$ cat src/rtl/axis_pkg.sv
// -----------------------------------------------------------------------------
// axis_pkg
// Shared definitions for the AXI-Stream packet arbiter family.
//   arb_state_t : two-state arbiter FSM encoding (IDLE / LOCK)
//   RR_MAX      : largest source count supported by rr_pick
//   rr_pick     : round-robin winner search starting one past the previous
//                 grant, wrapping modulo the live source count
// -----------------------------------------------------------------------------
package axis_pkg;

    typedef enum logic {
        ST_IDLE = 1'b0,
        ST_LOCK = 1'b1
    } arb_state_t;

    localparam int RR_MAX = 8;

    // Returns the first requesting index found at (last+1), (last+2), ...
    // modulo nsrc. When nothing requests, the previous grant is returned;
    // callers only use the result when at least one request is present.
    function automatic logic [2:0] rr_pick(input logic [RR_MAX-1:0] req,
                                           input logic [2:0]        last,
                                           input int                nsrc);
        logic [2:0] win;
        logic       found;
        int         idx;
        win   = last;
        found = 1'b0;
        for (int k = 1; k <= RR_MAX; k++) begin
            if (k <= nsrc) begin
                idx = (int'(last) + k) % nsrc;
                if (!found && req[idx]) begin
                    win   = 3'(idx);
                    found = 1'b1;
                end
            end
        end
        return win;
    endfunction

endpackage

$ cat src/rtl/axis_out_reg.sv
// -----------------------------------------------------------------------------
// axis_out_reg
// Single-entry registered AXI-Stream output stage. A beat presented with
// i_load is captured and held until the consumer takes it.
// Ports:
//   clk, resetn  : clock, asynchronous active-low reset
//   i_load       : capture i_data/i_last this cycle (only when o_space=1)
//   i_data       : beat data (DW bits)
//   i_last       : beat end-of-packet flag
//   i_ready      : downstream ready
//   o_space      : register can take a beat this cycle (empty or draining)
//   o_valid      : registered valid
//   o_data       : registered data
//   o_last       : registered last
// -----------------------------------------------------------------------------
module axis_out_reg #(
    parameter int DW = 8
) (
    input  logic          clk,
    input  logic          resetn,
    input  logic          i_load,
    input  logic [DW-1:0] i_data,
    input  logic          i_last,
    input  logic          i_ready,
    output logic          o_space,
    output logic          o_valid,
    output logic [DW-1:0] o_data,
    output logic          o_last
);

    logic          r_valid;
    logic [DW-1:0] r_data;
    logic          r_last;

    always_ff @(posedge clk or negedge resetn) begin
        if (!resetn) begin
            r_valid <= 1'b0;
            r_data  <= '0;
            r_last  <= 1'b0;
        end else if (i_load) begin
            r_valid <= 1'b1;
            r_data  <= i_data;
            r_last  <= i_last;
        end else if (i_ready) begin
            // Beat consumed with nothing behind it: drain. Data/last keep
            // their old value, which is harmless while valid is low.
            r_valid <= 1'b0;
        end
    end

    assign o_space = !r_valid || i_ready;
    assign o_valid = r_valid;
    assign o_data  = r_data;
    assign o_last  = r_last;

endmodule

$ cat src/rtl/axis_pkt_arbiter.sv
// -----------------------------------------------------------------------------
// axis_pkt_arbiter
// Packet-level round-robin arbiter merging NSRC AXI-Stream sources into one
// registered output. A source is locked from its first beat until its last
// beat is accepted; arbitration costs one idle cycle between packets.
// Ports:
//   clk, resetn   : clock, asynchronous active-low reset
//   s_axis_data   : packed source data, source i at [i*DW +: DW]
//   s_axis_valid  : per-source valid
//   s_axis_last   : per-source end-of-packet
//   s_axis_ready  : per-source ready, one-hot or zero
//   m_axis_*      : registered merged output stream
//   grant_idx     : currently / most recently locked source
//   busy          : a packet is locked
//   pkt_len       : beat count of the last completed packet (saturating)
//   pkt_done      : one-cycle pulse after a packet's last beat is accepted
// -----------------------------------------------------------------------------
module axis_pkt_arbiter
    import axis_pkg::*;
#(
    parameter int DW   = 8,
    parameter int NSRC = 4,
    parameter int LENW = 16
) (
    input  logic                     clk,
    input  logic                     resetn,
    input  logic [NSRC*DW-1:0]       s_axis_data,
    input  logic [NSRC-1:0]          s_axis_valid,
    input  logic [NSRC-1:0]          s_axis_last,
    output logic [NSRC-1:0]          s_axis_ready,
    output logic [DW-1:0]            m_axis_data,
    output logic                     m_axis_valid,
    output logic                     m_axis_last,
    input  logic                     m_axis_ready,
    output logic [$clog2(NSRC)-1:0]  grant_idx,
    output logic                     busy,
    output logic [LENW-1:0]          pkt_len,
    output logic                     pkt_done
);

    localparam int GW = $clog2(NSRC);

    arb_state_t      r_state;
    arb_state_t      w_state_nxt;
    logic [GW-1:0]   r_grant;
    logic [GW-1:0]   r_last_grant;
    logic [GW-1:0]   w_pick;
    logic [LENW-1:0] r_cnt;
    logic [LENW-1:0] r_pkt_len;
    logic            r_pkt_done;
    logic            w_space;
    logic            w_accept;
    logic            w_sel_last;
    logic [DW-1:0]   w_sel_data;
    logic [NSRC-1:0] w_ready;
    logic            w_start;
    logic            w_end;

    function automatic logic [LENW-1:0] sat_inc(input logic [LENW-1:0] v);
        return (&v) ? v : v + LENW'(1);
    endfunction

    assign w_pick     = GW'(rr_pick(8'(s_axis_valid), 3'(r_last_grant), NSRC));
    assign w_sel_last = s_axis_last[r_grant];
    assign w_sel_data = s_axis_data[int'(r_grant)*DW +: DW];
    assign w_accept   = |(w_ready & s_axis_valid);

    // Only the locked source ever sees ready, and only when the output
    // register can take the beat.
    always_comb begin
        w_ready = '0;
        if (r_state == ST_LOCK && w_space) begin
            w_ready[r_grant] = 1'b1;
        end
    end

    always_comb begin
        w_state_nxt = r_state;
        w_start     = 1'b0;
        w_end       = 1'b0;
        case (r_state)
            ST_IDLE: begin
                if (|s_axis_valid) begin
                    w_state_nxt = ST_LOCK;
                    w_start     = 1'b1;
                end
            end
            ST_LOCK: begin
                // A stalled source (valid low) keeps the lock indefinitely.
                if (w_accept && w_sel_last) begin
                    w_state_nxt = ST_IDLE;
                    w_end       = 1'b1;
                end
            end
            default: w_state_nxt = ST_IDLE;
        endcase
    end

    always_ff @(posedge clk or negedge resetn) begin
        if (!resetn) begin
            r_state      <= ST_IDLE;
            r_grant      <= '0;
            r_last_grant <= GW'(NSRC - 1);
            r_cnt        <= '0;
            r_pkt_len    <= '0;
            r_pkt_done   <= 1'b0;
        end else begin
            r_state    <= w_state_nxt;
            r_pkt_done <= w_end;
            if (w_start) begin
                r_grant <= w_pick;
                r_cnt   <= '0;
            end else if (w_accept) begin
                r_cnt <= sat_inc(r_cnt);
            end
            if (w_end) begin
                r_last_grant <= r_grant;
                // The closing beat is counted here since r_cnt has not seen it.
                r_pkt_len    <= sat_inc(r_cnt);
            end
        end
    end

    axis_out_reg #(
        .DW(DW)
    ) u_out_reg (
        .clk     (clk),
        .resetn  (resetn),
        .i_load  (w_accept),
        .i_data  (w_sel_data),
        .i_last  (w_sel_last),
        .i_ready (m_axis_ready),
        .o_space (w_space),
        .o_valid (m_axis_valid),
        .o_data  (m_axis_data),
        .o_last  (m_axis_last)
    );

    assign s_axis_ready = w_ready;
    assign grant_idx    = r_grant;
    assign busy         = (r_state == ST_LOCK);
    assign pkt_len      = r_pkt_len;
    assign pkt_done     = r_pkt_done;

endmodule
$ cat config.mk
export PLATFORM = sky130hd
export DESIGN_NAME = axis_pkt_arbiter
export DESIGN_NICKNAME = d
export VERILOG_FILES = /design/src/rtl/axis_pkg.sv /design/src/rtl/axis_out_reg.sv /design/src/rtl/axis_pkt_arbiter.sv
export SDC_FILE = /design/constraint.sdc
export NUM_CORES = 1
export LEC_CHECK = 0
export ABC_AREA = 1
export CORE_ASPECT_RATIO = 1.75
export CORE_MARGIN = 2
export CORE_UTILIZATION = 54
export CTS_BUF_LIST = sky130_fd_sc_hd__clkbuf_8
export DETAILED_ROUTE_END_ITERATION = 12
export PLACE_DENSITY_LB_ADDON = 0.08
export REMOVE_ABC_BUFFERS = 1
export SYNTH_ARGS = -nofsm -noshare
export SYNTH_HDL_FRONTEND = slang
export SYNTH_HIERARCHICAL = 1
export SYNTH_SLANG_ARGS = --single-unit
$ cat constraint.sdc
create_clock -name clk -period 2.7 [get_ports clk]
set_input_delay 0.54 -clock clk [delete_from_list [all_inputs] [get_ports clk]]
set_output_delay 0.54 -clock clk [all_outputs]
set_load 0.01 [all_outputs]
-- Yosys cells after proc, flatten, opt, wreduce, memory -nomap -nowiden
Cells that the tools add are included.
- bits in registers: 48
- bits in latches: 0
- bits in writable memories: 0
- memory bits (read-only): 0
- output and inout port bits: 34
- logic and storage cells: 82
- memories kept: 0
- add/subtract/negate cells: 5
- multiply operators: 0
- div/mod/pow operators: 0
- $lt $le $gt $ge: 6
- eq/ne operators: 0
- shifts and indexed selects: 1
- mux-type cells: 35
- bitwise gates (word level): 6
- reduce and logical (&&, ||, !) cells: 20
- operator list (operator ; number):
    $mux W16 ; 3
    $shiftx A32 B6 Y8 ; 1
    $lt A3 B5 Y1 const B ; 4
    $mux W1 ; 20
    $add A16 B1 Y16 const B ; 1
    $reduce_and A16 Y1 ; 1
    $bmux W1 S3 ; 4
    $mux W2 ; 4
    $reduce_or A2 Y1 ; 4
    $reduce_or A4 Y1 ; 2
    $logic_and A1 B1 Y1 ; 6
    $add A2 B1 Y2 const B ; 2
    $add A2 B2 Y2 const B ; 2
    $and A1 B1 Y1 const A ; 4
    $and A4 B4 Y4 ; 1
    $logic_not A1 Y1 ; 4
    $mux W4 ; 1
    $reduce_bool A2 Y1 ; 2
    $lt A2 B3 Y1 const B ; 1
    $bmux W1 S2 ; 1
    $demux W1 S2 ; 1
    $ge A2 B1 Y1 const B ; 1
    $pmux W1 S2 ; 1
    $logic_or A1 B1 Y1 ; 1
    $not A1 Y1 ; 1

-- Logic depth before layout (Yosys ltp)
Gate-level depths: netlist of run 1.
- depth in word-level cells: 16
- mapped depth: 13
- gate-level depth less buffers: 12

-- Hierarchy
Netlist of run 1, hierarchy kept.
- modules (own cells, without submodules) (module ; instances ; cells an instance ; area each (um2) ; seq. area each (um2)):
    axis_pkt_arbiter ; 1 ; 344 ; 2454.9 ; 953.4
    axis_out_reg ; 1 ; 42 ; 377.9 ; 250.2

-- Worst setup path before layout of run 1
OpenSTA, ideal clock, no wires.
- path kind: in2reg
- start: in m_axis_ready
- end: reg u_out_reg.r_data[0], in the netlist u_out_reg/o_data[0]
- library setup time: 117 ps
- arrival time: 1769 ps
- required time: 2583 ps
- slack: 814 ps
- stages on the path: 13
- buffers on the path: 2
- cell sequence: inv_1 > nand2_1 > nand2_1 > nor2_1 > nand2_1 > nand2_1 > nor2_2 > nand2_4 > buf_2 > buf_6 > inv_2 > nand2_1 > nand2_1
- cells in the longest elaborated chain, start to end: 5
- ends and longest elaborated chain (item ; RTL line ; text):
    start: declaration ; axis_pkt_arbiter.sv:34 ; input logic m_axis_ready,
    $logic_or A1 B1 Y1 ; axis_out_reg.sv:51 ; assign o_space = !r_valid || i_ready;
    via w_space ; axis_pkt_arbiter.sv:51 ; logic w_space;
    $logic_and A1 B1 Y1 ; axis_pkt_arbiter.sv:72 ; if (r_state == ST_LOCK && w_space) begin
    $mux W4 ; axis_pkt_arbiter.sv:72 ;
    via s_axis_ready[3] ; axis_pkt_arbiter.sv:30 ; output logic [NSRC-1:0] s_axis_ready,
    $and A4 B4 Y4 ; axis_pkt_arbiter.sv:66 ; assign w_accept = |(w_ready & s_axis_valid);
    $reduce_or A4 Y1 ; axis_pkt_arbiter.sv:66 ;
    via w_accept ; axis_pkt_arbiter.sv:52 ; logic w_accept;
    end signal: assignment ; axis_out_reg.sv:42 ; r_data <= i_data;
    end: declaration ; axis_out_reg.sv:32 ; logic [DW-1:0] r_data;
The timed path passes the listed nets, and every way through them passes these cells.
A chain may end at the register's enable or synchronous reset.

-- Worst setup path in the final report of run 1
- start: in m_axis_ready
- end: out s_axis_ready[2]
- cells in the longest elaborated chain, start to end: 3
- ends and longest elaborated chain (item ; RTL line):
    $logic_or A1 B1 Y1 ; axis_out_reg.sv:51
    via w_space ; axis_pkt_arbiter.sv:51
    $logic_and A1 B1 Y1 ; axis_pkt_arbiter.sv:72
    $mux W4 ; axis_pkt_arbiter.sv:72
    end: declaration ; axis_pkt_arbiter.sv:30
The timed path passes the listed nets, and every way through them passes these cells.

==> impl_metrics.tcl, run 1 <==
set metrics [dict create \
    drv_cap 0 \
    ant_nets 0 \
    grt_max_degree 23 \
    synthFlopType "dfrtp_1" \
    min_period_ns 2.56 \
    slew_headroom 0.695 \
    grt_usage 0.261 \
    synth_cell_types 30 \
    cts_tree "yes" \
    ir_drop_v 0.000522 \
    avgSynthCellArea_sq_um 7.34 \
    cp_data_required_time_ns 2.16 \
    cts_resized 0 \
    drive_gt1_frac 0.104 \
    grt_pass1_vias 2747 \
    cp_cell_sequence "clkdlybuf4s50_1 -> inv_1 -> nand2_1 -> nand2_1 -> nor3_1 -> clkdlybuf4s50_1" \
    synth-edff-count 0 \
    synth-seq-area-share 0.425 \
    cp_max_fo 6 \
    hpwl_um 5450 \
    synth-simple-area-share 0.389 \
    slew_viol_final 0 \
    overflow 0 \
    clock_latency_ns 0.31 \
    fmax_mhz 391 \
    p_total_w 0.00347 \
    synth_top_family_by_area "simple AND/OR/NAND/NOR gates" \
    die_h_um 99.8 \
    design.die.area_sq_mm 0.00586 \
    wl_per_cell_um 13.9 \
    cp-end-kind "output pin" \
    hp-class "in2async" \
    antenna_found_initial 0 \
    finalWirelength_um 7210 \
    crit_family "buffers and inverters" \
    setup_tns_ns 0 \
    ff_latch_area_sq_mm 0.00120 \
    critPathMaxStageDelay_ns 0.57 \
    drt_iter0_drc 101 \
    place_ws_ns 0.167 \
    max_slew.worst_pin.slew_ns 0.458 \
    status "finished, final reports clean" \
    die_w_um 58.8 \
    clock-root-buffer "clkbuf_8" \
    synthXorXnorAreaFrac 0.00618 \
    area_growth_pct 30.3 \
    critPathKind "in2out" \
    fin_nets 506 \
    pin_count 77 \
    numCtsBuffers 5 \
    cts_sinks 48 \
    gp_congestion 0.881 \
    cp.arrival_ns 2.02 \
    fill_cells 404 \
    synth_top_area_share 0.406 \
    initial_core_util 0.564 \
    vias 2817 \
    drc 0 \
    grt_pass1_wl_um 11900 \
    hold_viol_final 0 \
    yosys_warnings 6 \
    critPathBufInv 3 \
    multi_input_area_sq_mm 0.00140 \
    setup_viol_count_final 0 \
    yosysTopAreaCell "dfrtp_1" \
    row_count 34 \
    firstDrtPassIters 4 \
    ys_ff_latch 48 \
    diodes 0 \
    grt_setup_unrepaired "false" \
    clk_pin_slew_ns 0.09 \
    post_cts_buffers 0 \
    cts_max_level 2 \
    crit_slowest_cell "clkdlybuf4s50_1" \
    synthMuxAreaShare 0 \
    syn_inst 386 \
    portBuffers 76 \
    finalWorstSetupSlack_ns 0.144 \
    syn-cell-area_sq_mm 0.00283 \
    cp-start-kind "input port" \
    fin_crit_sh 0.947 \
    synth_fa_ha_area_frac 0.00442 \
    ctsHoldBuffers 0 \
    synth_compound_area_frac 0.0936 \
    power.density_mw_per_mm2 941 \
    p_leak_nw 1.79 \
    via_per_inst 5.45 \
    core_sq_mm 0.00502 \
    fin_skew_ns 0.0145 \
    ys_top_cells_by_area "dfrtp_1, nand2_1, nand3_1" \
    cts_buffer_depth 2 \
    async_flop_share 1.00 \
]
worst paths after layout:
kind / slack, ns / startpoint / depth (start not counted) / to
setup / recovery: 0.14 / m_axis_ready / 6 / s_axis_ready[2]
hold / removal: 0.12 / resetn / 1 / r_cnt[10]
setup reg to reg: 0.65 / grant_idx[1] / 9 / r_cnt[13]
hold reg to reg: 0.48 / u_out_reg/o_data[3] / 2 / u_out_reg/o_data[3]
max in group asynchronous: 1.98 / resetn / 2 / u_out_reg/o_data[0]
min in group clk: 0.48 / u_out_reg/o_data[3] / 2 / u_out_reg/o_data[3]
worst reg2reg max path, stage by stage, from the launching register on:
cell	delay, ns
dfrtp_1	0.63
inv_4	0.09
nor2_4	0.23
nand3b_1	0.13
nand2_1	0.09
nor2_2	0.05
nand2_4	0.17
nor2_2	0.09
inv_2	0.30
o21ai_0	0.14
cell type report:
class | instances | area share
multi-input combinational | 294 | 0.379
sequential | 48 | 0.326
timing repair buffer | 79 | 0.211
inverter | 34 | 0.0366
clock buffer | 5 | 0.0187
tap | 54 | 0.0183
clock inverter | 3 | 0.0105
registers in the layout, summed over array words and instances, names as in the netlist:
signal	flops
u_out_reg/o_last	1
busy	1
u_out_reg/o_data	8
r_last_grant	2
r_cnt	16
pkt_done	1
grant_idx	2
u_out_reg/o_valid	1
pkt_len	16
per-stage QoR:
stage | instance area, sq um | instances | hold WS, ns | utilization
after floorplan | 2740 | 376 | 0.244 | -
after global placement | 3580 | 509 | 0.454 | 0.714
after detailed placement | 3580 | 509 | 0.458 | 0.714
after CTS | 3690 | 517 | 0.134 | 0.735
after global routing | 3690 | 517 | 0.141 | 0.735
final | 3690 | 517 | 0.122 | 0.735
synth_stat cells (3+ instances only):
master / instances
a22oi_1: 13
inv_1: 22
buf_6: 7
nor2_4: 4
dfrtp_1: 46
nor3_1: 6
nor2_1: 8
o21ai_0: 11
nand3_1: 29
nand4_1: 9
inv_2: 9
nand2_1: 185
o21ai_2: 10
nor3_2: 3
nor2_2: 3
a21oi_1: 3
layout by cell type, fill, tap and decap left out, types with 2 or more instances in the layout:
cell	netlist	final
clkbuf_8	0	5
inv_1	22	23
buf_4	1	3
nor3_1	6	6
nand2_1	185	185
a21oi_1	3	3
nor2_4	4	4
nand4_1	9	9
nor2_1	8	8
o21ai_0	11	11
dfstp_2	2	2
a22oi_1	13	13
dfrtp_1	46	46
nor2_2	3	3
inv_2	9	9
nor3_2	3	3
nand3_1	29	29
o21ai_1	2	2
clkdlybuf4s50_1	0	75
o21ai_2	10	10
nand2_4	2	2
logic make-up (layout without fill, tap and decap cells):
group                    after synthesis  in the layout
AO/OA/AOI/OAI                         39             39
buffers and inverters                 44            121
flip-flops                            48             48
XOR/XNOR                               2              2
AND/OR/NAND/NOR                      252            252
adder cells (fa/ha/maj)                1              1
layer usage:
metal | up-vias | GRT usage | part of all wire | wire length [um]
met3 | 16 | 0.0412 | 0.062 | 447
met5 | - | 0 | 0 | 0
met4 | 0 | 0.119 | 0.025 | 178
met1 | 1294 | 0.281 | 0.37 | 2690
met2 | 114 | 0.478 | 0.54 | 3890
li1 | 1393 | - | - | -
power breakdown:
group          switching [W]  leakage (nW)  internal (W)
sequential          0.000193         0.632      0.000955
combinational        0.00105          1.10      0.000764
clock               0.000243        0.0593      0.000271
total                0.00148          1.79       0.00199
Power figures use the tool's default switching activity.
==> inputs of run 2 (changes only) <==
--- a/config.mk
+++ b/config.mk
@@ -15,5 +15,4 @@
 export REMOVE_ABC_BUFFERS = 1
 export SYNTH_ARGS = -nofsm -noshare
 export SYNTH_HDL_FRONTEND = slang
-export SYNTH_HIERARCHICAL = 1
 export SYNTH_SLANG_ARGS = --single-unit
==> run 2 against run 1 <==
Sequential share of layout area increased by 0.28 points. Critical endpoint is now s_axis_ready[1]. Power increased by 4.3%. Die area decreased by 1.8%. Worst setup slack improved by 0.041 ns. Fmax increased by 1.6%. Largest power group unchanged. First-iteration DRC count increased by 4.0%. Sequential power increased by 3%.
==> impl_metrics.tcl, run 2 <==
set metrics [dict create \
    status "finished, final reports clean" \
    portBuffers 76 \
    die_w_um 58.2 \
    drc 0 \
    combPwrFrac 0.546 \
    ff_latch_area_sq_mm 0.00120 \
    clock_latency_ns 0.31 \
    switching_share 0.438 \
    yosys_warnings 0 \
    slew_viol_final 0 \
    synth_top_area_share 0.414 \
    p_leak_nw 1.74 \
    ys_top_cells_by_area "dfrtp_1, nand2_1, nand3_1" \
    grt_use_met2 0.473 \
    wl_per_cell_um 13.8 \
    vias 2832 \
    area_growth_pct 31.6 \
    cp-start-kind "flop" \
    row_count 34 \
    diodes 0 \
    synth_most_common_cell "nand2_1" \
    r2r_start "r_cnt[0]" \
    cp.arrival_ns 1.98 \
    grt_usage 0.263 \
    drv_cap 0 \
    antenna_found_initial 0 \
    post_cts_buffers 0 \
    fin_crit_sh 0.932 \
    fin_skew_ns 0.0171 \
    cts_tree "yes" \
    fin_hold_ws_ns 0.135 \
    pin_count 77 \
    ys_ff_latch 48 \
    p_seq_frac 0.327 \
    grt.met1_usage 0.287 \
    min_period_ns 2.52 \
    via_per_inst 5.46 \
    die_h_um 98.9 \
    cp_max_fo 11 \
    clk_pin_slew_ns 0.10 \
    clkPwrFrac 0.127 \
    drive_gt1_frac 0.0688 \
    synthFlopType "dfrtp_1" \
    syn-cell-area_sq_mm 0.00278 \
    p_switching_w 0.00159 \
    reg2reg_depth 9 \
    hp-class "in2async" \
    yosysTopAreaCell "dfrtp_1" \
    firstDrtPassIters 4 \
    clock-root-buffer "clkbuf_8" \
    finalWirelength_um 7170 \
    grtUsageMet3 0.0512 \
    grt_setup_unrepaired "false" \
    grt_busiest_layer "met2" \
    synth_commonest_cells "nand2_1, nand3_1, dfrtp_1" \
    cts_buffer_depth 2 \
    synth-seq-area-share 0.433 \
    fin_nets 508 \
    initial_core_util 0.559 \
    synth-edff-count 0 \
    core_sq_mm 0.00498 \
    drt_iter0_drc 105 \
    hpwl_um 5370 \
    ctsHoldBuffers 0 \
    setup_tns_ns 0 \
    overflow 0 \
    multi_input_area_sq_mm 0.00137 \
    grt_pass1_wl_um 11900 \
    grt_pass1_vias 2747 \
    max_slew.worst_pin.slew_ns 0.579 \
    power.density_mw_per_mm2 990 \
    fmax_mhz 398 \
    grt_max_degree 25 \
    numCtsBuffers 5 \
    cp_data_required_time_ns 2.16 \
    slew_headroom 0.613 \
    cts_max_level 2 \
    final_common_cell "nand2_1" \
    layout_common_cells "nand2_1, clkdlybuf4s50_1, nand3_1" \
    setup_viol_count_final 0 \
    ir_drop_v 0.000781 \
    cts_sinks 48 \
    avgSynthCellArea_sq_um 7.15 \
    r2r-end "r_cnt[1]" \
    async_flop_share 1.00 \
    critPathKind "reg2out" \
    internal-power_w 0.00204 \
    cp-end-kind "output pin" \
    hold_viol_final 0 \
    synth_cell_types 27 \
    ant_nets 0 \
    design.die.area_sq_mm 0.00576 \
    cts_resized 0 \
    fill_cells 409 \
    syn_inst 389 \
    gp_congestion 0.851 \
    r2r_slack_ns 0.39 \
]
[run 2: logic make-up after synthesis]
logic type | synth area share
and+or+nand+nor | 0.409
DFF | 0.433
buffers and inverters | 0.0756
AOI/OAI and AO/OA | 0.0684
xor gates and xnor gates | 0.00945
adders and majority gates | 0.00450
[run 2: worst max-delay path: stages, from the launching register on]
cell and delay, ns:
dfrtp_1 0.54, inv_2 0.21, nor2_8 0.21, inv_2 0.07
nor2_4 0.10, clkdlybuf4s50_1 0.53
[run 2: power groups by stage]
stage | clock network (W) | logic, W | registers [W]
final | 0.000460 | 0.00198 | 0.00119
after global routing | 0.000486 | 0.00219 | 0.00122
after CTS | 0.000462 | 0.00200 | 0.00119
after detailed placement | 0 | 0.00199 | 0.00120
after global placement | 0 | 0.00195 | 0.00119
after floorplan | 0 | 0.000992 | 0.00130
[run 2: cell type report]
type                       count  area share
inverter                      32      0.0335
multi-input combinational    295       0.373
tap                           54      0.0185
clock buffer                   6      0.0226
timing repair buffer          82       0.219
clock inverter                 2     0.00410
sequential                    48       0.329
[run 2: worst max-delay path by stage]
| stage | cells after the start | start | slack (ns) | endpoint |
|---|---|---|---|---|
| after global placement | 6 | m_axis_ready | 0.26 | s_axis_ready[2] |
| after CTS | 5 | grant_idx[0] | 0.17 | s_axis_ready[1] |
| after floorplan | 10 | grant_idx[1] | 0.64 | pkt_len[0] |
| after global routing | 5 | grant_idx[0] | 0.10 | s_axis_ready[1] |
| final | 5 | grant_idx[0] | 0.18 | s_axis_ready[1] |
| after detailed placement | 6 | m_axis_ready | 0.21 | s_axis_ready[0] |
[run 2: routing by layer]
metal / routed length (um) / vias to the layer above
li1: - / 1402
met4: 186 / 0
met2: 3930 / 72
met1: 2750 / 1342
met3: 299 / 16
met5: 0 / -
[run 2: through the flow]
step	total power [W]	utilization	cells	instance area, sq um	setup WS, ns
6_report	0.00362	0.735	519	3660	0.185
5_1_grt	0.00390	0.735	519	3660	0.105
3_5_place_dp	0.00319	0.715	511	3560	0.208
4_1_cts	0.00364	0.735	519	3660	0.173
2_1_floorplan	0.00229	-	375	2690	0.638
3_3_place_gp	0.00315	0.715	511	3560	0.259
==> inputs of run 3 (changes only) <==
--- a/config.mk
+++ b/config.mk
@@ -6,6 +6,7 @@
 export NUM_CORES = 1
 export LEC_CHECK = 0
 export ABC_AREA = 1
+export CAP_MARGIN = 10
 export CORE_ASPECT_RATIO = 1.75
 export CORE_MARGIN = 2
 export CORE_UTILIZATION = 54
==> results of run 3 <==
Same layout as run 2: the final DEF is identical, and so are final timing and power.
